$ cat config.mk
export PLATFORM = sky130hd
export DESIGN_NAME = event_qualifier
export DESIGN_NICKNAME = d
export VERILOG_FILES = /design/src/rtl/event_qualifier.sv
export SDC_FILE = /design/constraint.sdc
export NUM_CORES = 1
export LEC_CHECK = 0
export CAP_MARGIN = 15
export CORE_ASPECT_RATIO = 0.7
export CORE_MARGIN = 2
export CORE_UTILIZATION = 51
export DETAILED_ROUTE_END_ITERATION = 7
export HOLD_SLACK_MARGIN = 0.02
export PLACE_DENSITY = 0.79
export SKIP_LAST_GASP = 1
export SYNTH_ARGS = -nofsm -noshare
export SYNTH_HDL_FRONTEND = slang
export SYNTH_SLANG_ARGS = --single-unit
$ cat constraint.sdc
create_clock -name clk -period 2.7 [get_ports clk]
set_input_delay 0.405 -clock clk [delete_from_list [all_inputs] [get_ports clk]]
set_output_delay 0.405 -clock clk [all_outputs]
set_load 0.005 [all_outputs]
$ cat src/rtl/event_qualifier.sv
// Event qualifier: synchronises an asynchronous event level, debounces it with
// a four-state qualification FSM, emits one count pulse per qualified rising
// event and keeps a saturating count of rejected (too short) transitions.
module event_qualifier #(
    parameter int unsigned SYNC_STAGES     = 2,
    parameter int unsigned DEBOUNCE_CYCLES = 8
) (
    input  logic       clk,
    input  logic       nReset,
    input  logic       event_in,
    input  logic       enable,
    input  logic       clr_glitch,
    output logic       cnt_up,
    output logic       stable_level,
    output logic [7:0] glitch_cnt
);

    localparam int unsigned CNT_W    = 8;
    localparam int unsigned GLITCH_W = 8;

    localparam logic [CNT_W-1:0]    DEB_MAX    = CNT_W'(DEBOUNCE_CYCLES);
    localparam logic [CNT_W-1:0]    DEB_ONE    = CNT_W'(1);
    localparam logic [CNT_W-1:0]    DEB_ZERO   = '0;
    localparam logic [GLITCH_W-1:0] GLITCH_SAT = '1;
    localparam logic [GLITCH_W-1:0] GLITCH_ONE = GLITCH_W'(1);

    typedef enum logic [1:0] {
        ST_LOW       = 2'd0,
        ST_QUAL_HIGH = 2'd1,
        ST_HIGH      = 2'd2,
        ST_QUAL_LOW  = 2'd3
    } state_t;

    // Synchroniser chain: bit 0 captures the raw input, the top bit is used.
    logic [SYNC_STAGES-1:0] sync_q;
    logic                   synced_c;

    state_t                 state_q,   state_d;
    logic [CNT_W-1:0]       deb_cnt_q, deb_cnt_d;
    logic [GLITCH_W-1:0]    glitch_q,  glitch_d;
    logic                   cnt_up_q,  cnt_up_d;
    logic                   stable_q,  stable_d;

    logic                   glitch_inc_c;
    logic                   rise_qual_c;

    assign synced_c = sync_q[SYNC_STAGES-1];

    // Synchroniser flop chain, no logic between stages.
    always_ff @(posedge clk) begin
        if (!nReset) begin
            sync_q <= '0;
        end else begin
            sync_q <= {sync_q[SYNC_STAGES-2:0], event_in};
        end
    end

    // State, debounce counter and registered outputs.
    always_ff @(posedge clk) begin
        if (!nReset) begin
            state_q   <= ST_LOW;
            deb_cnt_q <= DEB_ZERO;
            glitch_q  <= '0;
            cnt_up_q  <= 1'b0;
            stable_q  <= 1'b0;
        end else begin
            state_q   <= state_d;
            deb_cnt_q <= deb_cnt_d;
            glitch_q  <= glitch_d;
            cnt_up_q  <= cnt_up_d;
            stable_q  <= stable_d;
        end
    end

    // Qualification FSM: next state, debounce count and rejection/rise strobes.
    always_comb begin
        state_d      = state_q;
        deb_cnt_d    = deb_cnt_q;
        glitch_inc_c = 1'b0;
        rise_qual_c  = 1'b0;

        case (state_q)
            ST_LOW: begin
                if (synced_c) begin
                    state_d   = ST_QUAL_HIGH;
                    deb_cnt_d = DEB_ONE;
                end else begin
                    deb_cnt_d = DEB_ZERO;
                end
            end

            ST_QUAL_HIGH: begin
                if (!synced_c) begin
                    state_d      = ST_LOW;
                    deb_cnt_d    = DEB_ZERO;
                    glitch_inc_c = 1'b1;
                end else if (deb_cnt_q == DEB_MAX) begin
                    state_d     = ST_HIGH;
                    deb_cnt_d   = DEB_ZERO;
                    rise_qual_c = 1'b1;
                end else begin
                    deb_cnt_d = deb_cnt_q + DEB_ONE;
                end
            end

            ST_HIGH: begin
                if (!synced_c) begin
                    state_d   = ST_QUAL_LOW;
                    deb_cnt_d = DEB_ONE;
                end
            end

            ST_QUAL_LOW: begin
                if (synced_c) begin
                    state_d      = ST_HIGH;
                    deb_cnt_d    = DEB_ZERO;
                    glitch_inc_c = 1'b1;
                end else if (deb_cnt_q == DEB_MAX) begin
                    state_d   = ST_LOW;
                    deb_cnt_d = DEB_ZERO;
                end else begin
                    deb_cnt_d = deb_cnt_q + DEB_ONE;
                end
            end

            default: begin
                state_d   = ST_LOW;
                deb_cnt_d = DEB_ZERO;
            end
        endcase
    end

    // Output next-values: pulse gated by enable, level follows the next state,
    // glitch counter saturates and a clear beats a same-cycle increment.
    always_comb begin
        cnt_up_d = rise_qual_c & enable;
        stable_d = (state_d == ST_HIGH) || (state_d == ST_QUAL_LOW);
        glitch_d = glitch_q;
        if (clr_glitch) begin
            glitch_d = '0;
        end else if (glitch_inc_c && (glitch_q != GLITCH_SAT)) begin
            glitch_d = glitch_q + GLITCH_ONE;
        end
    end

    assign cnt_up       = cnt_up_q;
    assign stable_level = stable_q;
    assign glitch_cnt   = glitch_q;

endmodule

# --- Word level (Yosys, flattened, before mapping) ---
# Index checks and enable logic that the tools add are counted.
word_totals:
  wordCells: 41
  out_inout_bits: 10
  register_bits: 22
classes:
  n_eq_ne: 8
  n_reduce_logical: 4
  addsub: 2
  mux: 19
  n_bitwise: 2
ops:
  columns: ["op", "count"]
  rows:
  - ["$mux 8", 4]
  - ["$pmux 8 s4", 1]
  - ["$add 8x1->8 const B", 2]
  - ["$mux 2", 6]
  - ["$eq 2x2->1 const B", 4]
  - ["$eq 8x4->1 const B", 1]
  - ["$ne 8x8->1 const B", 1]
  - ["$pmux 2 s4", 1]
  - ["$mux 1", 6]
  - ["$eq 2x1->1 const B", 1]
  - ["$logic_not 2->1", 1]
  - ["$ne 2x2->1 const B", 1]
  - ["$pmux 1 s2", 1]
  - ["$reduce_or 2->1", 1]
  - ["$and 1x1->1", 1]
  - ["$logic_and 1x1->1", 1]
  - ["$logic_or 1x1->1", 1]
  - ["$not 1->1", 1]

# --- Depth between registers and ports, before layout ---
# Gate-level depths: netlist of the first run.
depth:
  word_depth: 6
  mapped_depth: 7

# --- Worst setup path after synthesis of the first run ---
# No wires, ideal clock.
synth_path:
  kind: "reg-to-reg"
  from: "register deb_cnt_q[0]"
  to: "register cnt_up_q, in the netlist cnt_up"
  n_path_buf: 1
  required_time_ps: 2613
  period_less_slack_ps: 1759
  path_stages_with_launch: 7
  path_slack_ps: 941
  arrival_ps: 1672
  setup_ps: 87
  path_cell_list: "dfxtp_1 inv_1 ha_1 or4b_4 or3_1 buf_2 nor4b_4"
synth_between:
  elab_chain_cells: 5
synth_lines:
  columns: ["element", "line", "source"]
  rows:
  - ["from (decl)", "39", "logic [CNT_W-1:0] deb_cnt_q, deb_cnt_d;"]
  - ["from (signal assigned)", "68", "deb_cnt_q <= deb_cnt_d;"]
  - ["$eq 8x4->1", "97", "end else if (deb_cnt_q == DEB_MAX) begin"]
  - ["$mux 1", "97", null]
  - ["$mux 1", "93", "if (!synced_c) begin"]
  - ["$mux 1", "82", "case (state_q)"]
  - ["$and 1x1->1", "136", "cnt_up_d = rise_qual_c & enable;"]
  - ["to (signal assigned)", "70", "cnt_up_q <= cnt_up_d;"]
  - ["to (decl)", "41", "logic cnt_up_q, cnt_up_d;"]
# No other way between the ends.
# A chain may end at the register's enable or synchronous reset.

# --- Worst setup path after layout of the first run ---
layout_path:
  from: "register deb_cnt_q[0]"
  to: "register deb_cnt_q[6]"
layout_between:
  elab_chain_cells: 4
layout_lines:
  columns: ["element", "line"]
  rows:
  - ["$add 8x1->8 or $eq 8x4->1 (tied branches)", null]
  - ["$mux 8 (*)", "97, 118"]
  - ["$mux 8, on equally long branches", "114, 93"]
  - ["$pmux 8 s4 (*)", "82"]
# Every way passes the cells marked *; elsewhere a longest branch is shown, timed or not.

==> impl_metrics.ini, run 1 <==
[critical_path]
cp_data_arrival_time_ns = 2.15
timing.critical_path.fanout_max = 10
r2r_start = deb_cnt_q[0]
slowest_stage = or4b_4
required_ns = 2.90
cp-start-kind = flop
crit_buf_inv = 1
worstPathCellList = inv_1, ha_1, or4b_4, o21ai_2, nor2_1, a22o_1
rr_endpoint = deb_cnt_q[6]
reg2reg_slack_ns = 0.76
max_stage_delay_ns = 0.47
critical_path_class = reg2reg
path_delay_family = simple AND/OR/NAND/NOR gates
cp-end-kind = flop
ff2ff_path_depth = 6

[power]
clkPwrFrac_pct = 30.5
p_comb_share_pct = 5.1
irDropWorstVdd_mv = 0.3325
p_int_w = 0.0003846
p_leak_nw = 0.4172
p_per_area_mw_per_mm2 = 398.7
swShare_pct = 22.20
p_sw_w = 0.0001097
pwr-share-seq_pct = 64.4

[logic_synthesis]
ys.flop_type = dfxtp_1
synth-simple-area-share_pct = 30.09
synth_edf_count = 0
synth-async-reset-ratio_pct = 0
synth_xor_area_share_pct = 3.162
netlist.top_cell.by_area = dfxtp_1
ys_ff_latch = 21
synthCells = 119
synth_nets = 127
synth_compound_area_share_pct = 18.85
syn_area_mm2 = 0.001069
ys_types = 43
synth.avg_cell_area_um2 = 8.979
synthAdderAreaFrac_pct = 3.513
synth_mux_area_share_pct = 1.874
synth_top_area_share_pct = 39.34
ys_seq_area_share_pct = 39.34
synth_top_family_by_area = simple AND/OR/NAND/NOR gates
yosys-top-cells-area = dfxtp_1, nand2_1, ha_1
yosysWarnings = 0

[cts]
cts_resized = 0
clk_latency_ns = 0.30
cts_hold_buf = 0
cts_setup_buffers = 0
h-tree-depth = 1
cts_sinks = 21
ctsRootBufferMaster = clkbuf_4
clockBufferDepth = 2
tritoncts = done
clkTransAtPathRegs_ns = 0.11
cts_buffers = 3

[timing]
max_freq_mhz = 515.0
skew_ns = 0.002357
relSlewSlack_pct = 75.58
slew_violations = 0
setup_slack_ns = 0.7581
fin_crit_sh_pct = 71.92
grt_setup_unrepaired = false
post-route-min-period_ns = 1.942
tightest_slew_ns = 0.3663
fin_setup_tns_ns = 0
final-setup-viol-count = 0
final-hold-violation-count = 0

[drt]
drc_errors = 0
dr.pass1.iters = 4
via_count = 940
totalWireLength_um = 2140
ant_nets = 0
first_iter_violations = 46
wl_per_cell_um = 13.90
viasPerCell = 6.104

[placement]
dp_hpwl_um = 1635
pre_cts_ws_ns = 0.7894
gp_congestion = 0.9023
portBuffers = 14

[layout]
area_growth_pct = 16.04
layout_common_cells = dfxtp_1, clkdlybuf4s50_1, nand2_1, nor2_1, a21oi_1
fillers = 169
diodes = 0
multi_input_area_um2 = 614.3
final_nets = 141
layout_commonest_cell = dfxtp_1
drive_gt1_share_pct = 6.818
seq_area_um2 = 420.4

[global_routing]
grt_pass1_vias = 808
antenna_found_initial = 0
grt-ovfl-total = 0
grt_pass1_wl_um = 3594
grt_max_degree = 12
grt_util_all_layers_pct = 18.81

[floorplan]
coreArea_mm2 = 0.001919
die_x_um = 58.71
rows = 13
ios = 15
dieArea_mm2 = 0.002483
fp.dieH_um = 42.30
start_util_pct = 55.67

[run]
cap_violations = 0

[min_path]
whs_path_depth = 1
min_to = sync_q[1]
worstHoldStart = sync_q[0]
min_path_type = reg2reg

[status]
status = finished, final reports clean
flip-flops by register name, indices dropped and copies added, names as in the netlist:
signal / count
deb_cnt_q: 8
glitch_cnt: 8
state_q: 2
sync_q: 2
cnt_up: 1
power by group through the flow:
stage	clock, W	combinational [W]	sequential (W)
6_report	0.000151	0.0000252	0.000319
5_1_grt	0.000170	0.0000278	0.000320
4_1_cts	0.000160	0.0000253	0.000319
3_5_place_dp	0	0.0000253	0.000325
3_3_place_gp	0	0.0000249	0.000325
2_1_floorplan	0	0.0000166	0.000324
cells by family after synthesis:
kind of cell,after synthesis
and+or+nand+nor,55
AOI/OAI and AO/OA,27
DFF,21
buffers and inverters,8
xor gates and xnor gates,3
adders and majority gates,3
muxes,2
metal layers:
layer  GRT usage, %  wire length [µm]  vias up
met2          26.52               897       44
met1          27.32              1047      428
met5              0                 0        -
li1               -                 -      466
met4          4.091                10        0
met3          6.790               185        2
cell type report:
type                       instances  share of cell area, %
clock buffer                       4                  2.119
inverter                           3                 0.9082
multi-input combinational         90                  49.55
sequential                        21                  33.91
tap                               22                  2.220
timing repair buffer              14                  11.30
synth_stat cells (3+ instances only):
cell type / number
and2_1: 3
dfxtp_1: 21
nand2b_1: 5
nand2_1: 12
nor2_1: 7
ha_1: 3
and3_1: 4
or3_1: 3
nor2b_1: 3
inv_1: 3
o31ai_1: 4
nor3_1: 4
a21oi_1: 6
nand3_1: 3
nand4_1: 3
metrics by stage:
step                      cell area (µm²)  total power [W]  utilization [%]  cells  hold WS [ns]
final                                1240        0.0004943            64.60    154        0.4506
after global routing                 1240        0.0005171            64.60    154        0.4728
after CTS                            1240        0.0005037            64.60    154        0.4579
after detailed placement             1214        0.0003508            63.23    150        0.4343
after global placement               1214        0.0003503            63.23    150        0.4148
after floorplan                      1069        0.0003402                -    119        0.4118
worst max path at each step:
stage                       startpoint  cells after the start           end
after global placement    deb_cnt_q[0]                      6  deb_cnt_q[0]
after global routing      deb_cnt_q[0]                      6  deb_cnt_q[7]
after floorplan           deb_cnt_q[0]                      6        cnt_up
after detailed placement  deb_cnt_q[0]                      6  deb_cnt_q[0]
final                     deb_cnt_q[0]                      6  deb_cnt_q[6]
after CTS                 deb_cnt_q[0]                      6    state_q[1]
worst reg2reg max path: cells and delay by family, from the launching register on:
| kind | cells | cell delay [ns] |
|---|---|---|
| AND/OR/NAND/NOR | 2 | 0.65 |
| adder cells (fa/ha/maj) | 1 | 0.16 |
| flip-flops | 1 | 0.38 |
| buffers and inverters | 1 | 0.07 |
| AO/OA/AOI/OAI | 2 | 0.58 |
Note: power is estimated with default switching activity, not from simulation.
==> run 2: changes to the inputs <==
- clock period: 2.7 -> 1.8 ns (I/O delays scaled with it)
==> run 2 against run 1 <==
Against the previous run: the run now ends with negative setup slack left; first-iteration DRC count down 46%; critical endpoint is now cnt_up; largest power group unchanged; critical path type unchanged; final cell count increased by 6.5%; non-clock buffer count grew 10; die area did not move; critical path depth shrank 1.
==> impl_metrics.ini, run 2 (synthesized netlist as in run 1, its figures left out) <==
[status]
status = finished, violations left
violations = negative setup slack

[critical_path]
timing.critical_path.fanout_max = 5
slowest_stage = or4b_4
max_stage_delay_ns = 0.48
path_delay_family = simple AND/OR/NAND/NOR gates
cp-endpoint = cnt_up
cp-start-kind = flop
cp.depth = 5
worstPathCellList = inv_2, ha_4, or4b_4, or3_4, nor4b_4
crit_buf_inv = 1
r2r_start = deb_cnt_q[1]
worstSetupStartpoint = deb_cnt_q[1]
cp-end-kind = flop
cp_data_arrival_time_ns = 2.04
critical_path_class = reg2reg
rr_endpoint = cnt_up
required_ns = 2.03
reg2reg_slack_ns = -0.005
ff2ff_path_depth = 5

[cts]
clkTransAtPathRegs_ns = 0.12
tritoncts = done
ctsRootBufferMaster = clkbuf_4
cts_sinks = 21
clockBufferDepth = 2
cts_buffers = 3
cts_setup_buffers = 0
h-tree-depth = 1
cts_hold_buf = 0
clk_latency_ns = 0.30

[layout]
layout_common_cells = dfxtp_1, clkdlybuf4s50_1, nand2_1, buf_4, nor2_1
fin_cells = 164
diodes = 0
fillers = 143
final_nets = 151
layout_commonest_cell = dfxtp_1
drive_gt1_share_pct = 19.01
area_growth_pct = 26.46
finish.utilization_pct = 70.40

[power]
p_sw_w = 0.0001742
p_comb_share_pct = 6.8
clkPwrFrac_pct = 30.1
swShare_pct = 23.08
p_per_area_mw_per_mm2 = 558.6
irDropWorstVdd_mv = 0.4777
p_leak_nw = 0.4779
pwr-share-seq_pct = 63.2
p_int_w = 0.0005806

[floorplan]
die_x_um = 58.71
start_util_pct = 55.67
dieArea_mm2 = 0.002483
fp.dieH_um = 42.30
rows = 13
ios = 15
coreArea_mm2 = 0.001919

[min_path]
min_path_type = reg2reg

[timing]
slew_violations = 0
final-hold-violation-count = 0
fin_crit_sh_pct = 100.3
skew_ns = 0.004686
post-route-min-period_ns = 1.805
tightest_slew_ns = 0.3768
final-setup-viol-count = 1
max_freq_mhz = 554.1
setup_slack_ns = -0.004570
relSlewSlack_pct = 74.56
grt_setup_unrepaired = true

[placement]
dpl.cell_count = 160
dp_hpwl_um = 1727
gp_congestion = 0.8459
pre_cts_ws_ns = 0.004430
portBuffers = 14

[global_routing]
grt_max_degree = 13
grt_util_all_layers_pct = 20.95
grt-ovfl-total = 0
grt_pass1_wl_um = 3933
grt_pass1_vias = 858
antenna_found_initial = 0

[drt]
highest_layer = met4
ant_nets = 0
via_count = 990
totalWireLength_um = 2362
wl_met2_um = 1057
first_iter_violations = 25
viasPerCell = 6.037
drc_errors = 0
m1WireLength_um = 1143
met3_length_um = 146
dr.pass1.iters = 4
wl_per_cell_um = 14.40

[run]
cap_violations = 0
-- run 2: power groups by stage --
stage	Sequential [W]	Clock, W	Combinational [W]
final	0.000477	0.000227	0.0000511
after global routing	0.000478	0.000250	0.0000554
after CTS	0.000476	0.000229	0.0000478
after detailed placement	0.000487	0	0.0000473
after global placement	0.000486	0	0.0000455
after floorplan	0.000485	0	0.0000250
-- run 2: worst register-to-register path, cell delays in order (launching register included) --
cell and delay (ns):
dfxtp_2 0.34, inv_2 0.07, ha_4 0.11, or4b_4 0.48, or3_4 0.46, nor4b_4 0.27
-- run 2: worst min-delay path by stage --
stage / startpoint / endpoint / slack [ns] / depth (start not counted)
after floorplan: nReset / sync_q[0] / 0.39 / 1
after global placement: sync_q[0] / sync_q[1] / 0.42 / 1
after detailed placement: sync_q[0] / sync_q[1] / 0.43 / 1
after CTS: sync_q[0] / sync_q[1] / 0.46 / 1
after global routing: sync_q[0] / sync_q[1] / 0.46 / 1
final: sync_q[0] / sync_q[1] / 0.45 / 1
-- run 2: repair_timing --
item                                    in CTS  in global routing
gates cloned                                 0                  0
endpoints found under the setup margin       3                  8
gates resized for setup                      1                  9
pin swaps                                    0                  5
-- run 2: metrics by stage --
| stage | area, µm² | hold WS [ns] | setup TNS (ns) | total power [W] |
|---|---|---|---|---|
| after floorplan | 1069 | 0.3917 | 0 | 0.0005102 |
| after global placement | 1289 | 0.4193 | 0 | 0.0005318 |
| after detailed placement | 1289 | 0.4293 | 0 | 0.0005340 |
| after CTS | 1321 | 0.4579 | 0 | 0.0007532 |
| after global routing | 1351 | 0.4634 | -0.1387 | 0.0007832 |
| final | 1351 | 0.4530 | -0.004570 | 0.0007548 |
-- run 2: area by class of cell --
cell class | instances | area (µm²) | area share (%)
multi-input cells | 90 | 643.1 | 47.59
flip-flops and latches | 21 | 422.9 | 31.30
repair buffers | 24 | 219.0 | 16.20
well taps | 22 | 27.53 | 2.037
clock buffers | 3 | 22.52 | 1.667
inverters | 3 | 11.26 | 0.8333
clock inverters | 1 | 5.005 | 0.3704
-- run 2: per-layer routing --
metal  global-route usage, %  vias up
met1                   30.84      468
met4                   2.727        0
met5                       0        -
met3                   7.407        2
li1                        -      485
met2                   29.89       35
==> run 3: changes to the inputs <==
- CORE_UTILIZATION: 51 -> 47
- PLACE_DENSITY: 0.79 -> 0.77
- clock period: 1.8 -> 1.58 ns (I/O delays scaled with it)
==> run 3 against run 2 <==
Against the previous run: highest routed layer unchanged; final area is 15% higher; non-clock buffer count is 13 higher; critical path depth is 1 higher; first-iteration DRC count is 20% lower; clock skew is 0.0045 ns higher; final cell count is 14% higher; the flow still finishes with violations (negative setup slack); worst setup slack worse by 0.16 ns; utilization is 1.7 points higher.
==> impl_metrics.ini, run 3 (synthesized netlist as in run 1, its figures left out) <==
[status]
status = finished, violations left
violations = negative setup slack

[global_routing]
grt_util_all_layers_pct = 21.86
grt_pass1_wl_um = 4305
grt_max_degree = 14
grt-ovfl-total = 0
antenna_found_initial = 0
grt_pass1_vias = 968

[min_path]
min_to = sync_q[1]
min_path_type = reg2reg
worstHoldStart = sync_q[0]
whs_path_depth = 1

[layout]
area_growth_pct = 45.32
layout_common_cells = buf_4, dfxtp_1, nand2_1, clkdlybuf4s50_1, nor2_1
final_nets = 164
diodes = 0
drive_gt1_share_pct = 34.19
design_area_mm2 = 0.001553
layout_commonest_cell = buf_4
multi_input_area_um2 = 711.9
seq_area_um2 = 430.4
fillers = 162

[timing]
setup_slack_ns = -0.1682
tightest_slew_ns = 0.5420
slew_violations = 0
skew_ns = 0.009195
post-route-min-period_ns = 1.748
max_freq_mhz = 572.0
final-hold-violation-count = 0
fin_crit_sh_pct = 110.6
final-setup-viol-count = 11
grt_setup_unrepaired = true
holdWs_ns = 0.4580
fin_setup_tns_ns = -1.117
relSlewSlack_pct = 63.87

[placement]
dp_hpwl_um = 1782
pre_cts_ws_ns = -0.1879
portBuffers = 14
gp_congestion = 0.7717
place_area_mm2 = 0.001364

[drt]
m1WireLength_um = 1248
highest_layer = met4
dr.pass1.iters = 4
met3_length_um = 127
viasPerCell = 5.599
via_count = 1047
totalWireLength_um = 2739
wl_met2_um = 1336
ant_nets = 0
drc_errors = 0
wl_per_cell_um = 14.65
first_iter_violations = 20

[power]
p_leak_nw = 0.5846
irDropWorstVdd_mv = 0.5379
p_per_area_mw_per_mm2 = 567.2

[floorplan]
coreArea_mm2 = 0.002155
ios = 15
start_util_pct = 49.59
rows = 14
die_x_um = 60.99
fp.dieH_um = 43.89
dieArea_mm2 = 0.002677

[cts]
clockBufferDepth = 2
clkTransAtPathRegs_ns = 0.13
tritoncts = done
clk_latency_ns = 0.31
cts_hold_buf = 0
ctsRootBufferMaster = clkbuf_4
cts_sinks = 21
cts_buffers = 3
h-tree-depth = 1

[critical_path]
critical_path_class = reg2reg
rr_endpoint = state_q[1]
timing.critical_path.fanout_max = 5
required_ns = 1.80
r2r_start = deb_cnt_q[0]
reg2reg_slack_ns = -0.17
cp-end-kind = flop
cp_data_arrival_time_ns = 1.97
ff2ff_path_depth = 6
cp-start-kind = flop
worstSetupStartpoint = deb_cnt_q[0]

[run]
cap_violations = 0
-- run 3: changes by cell type in the layout (fill, tap and decap cells not counted), sizes merged --
cell / before / now
dlymetal6s2s: 0 / 2
clkinv: 1 / 0
buf: 10 / 23
clkdlybuf4s50: 14 / 12
clkinvlp: 0 / 1
-- run 3: critical path, cell delays in order (launching register included) --
cell and delay, ns:
dfxtp_2 0.35, inv_2 0.06, ha_4 0.11, or4b_4 0.47
or3_4 0.40, mux2i_1 0.19, nor2b_1 0.06
-- run 3: layer usage --
layer	GRT usage (%)	vias to the layer above
li1	-	514
met1	28.81	501
met2	35.05	28
met3	6.866	4
met4	5.217	0
met5	0	-
-- run 3: worst max-delay path by stage --
stage	end	cells after the start
floorplan	cnt_up	6
global placement	deb_cnt_q[0]	6
detailed placement	state_q[1]	6
CTS	cnt_up	5
global route	state_q[1]	6
finish	state_q[1]	6
-- run 3: repair_timing --
item,CTS,global route
buffers inserted,3,2
pin swaps,3,8
hold endpoints to repair,0,0
resized for setup,9,23
endpoints found under the setup margin,12,19
-- run 3: metrics by stage --
stage | utilization [%] | power [W] | std cells
floorplan | - | 0.0005815 | 119
global placement | 63.30 | 0.0006121 | 178
detailed placement | 63.30 | 0.0006139 | 178
CTS | 66.90 | 0.0008810 | 185
global route | 72.07 | 0.0009205 | 187
finish | 72.07 | 0.0008807 | 187
-- run 3: cell type report --
cell class	count	share of cell area, %
repair buffers	37	21.19
well taps	32	2.579
inverters	3	0.7252
clock inverters	1	0.4835
flip-flops and latches	21	27.72
multi-input cells	90	45.85
clock buffers	3	1.450
-- run 3: power by group --
part	switching [W]	leakage, nW	total (W)	internal [W]
logic	0.0000334	0.398	0.0000715	0.0000381
clock network	0.000172	0.0139	0.000269	0.0000967
registers	0.00000576	0.173	0.000540	0.000534
total	0.000212	0.585	0.000881	0.000669
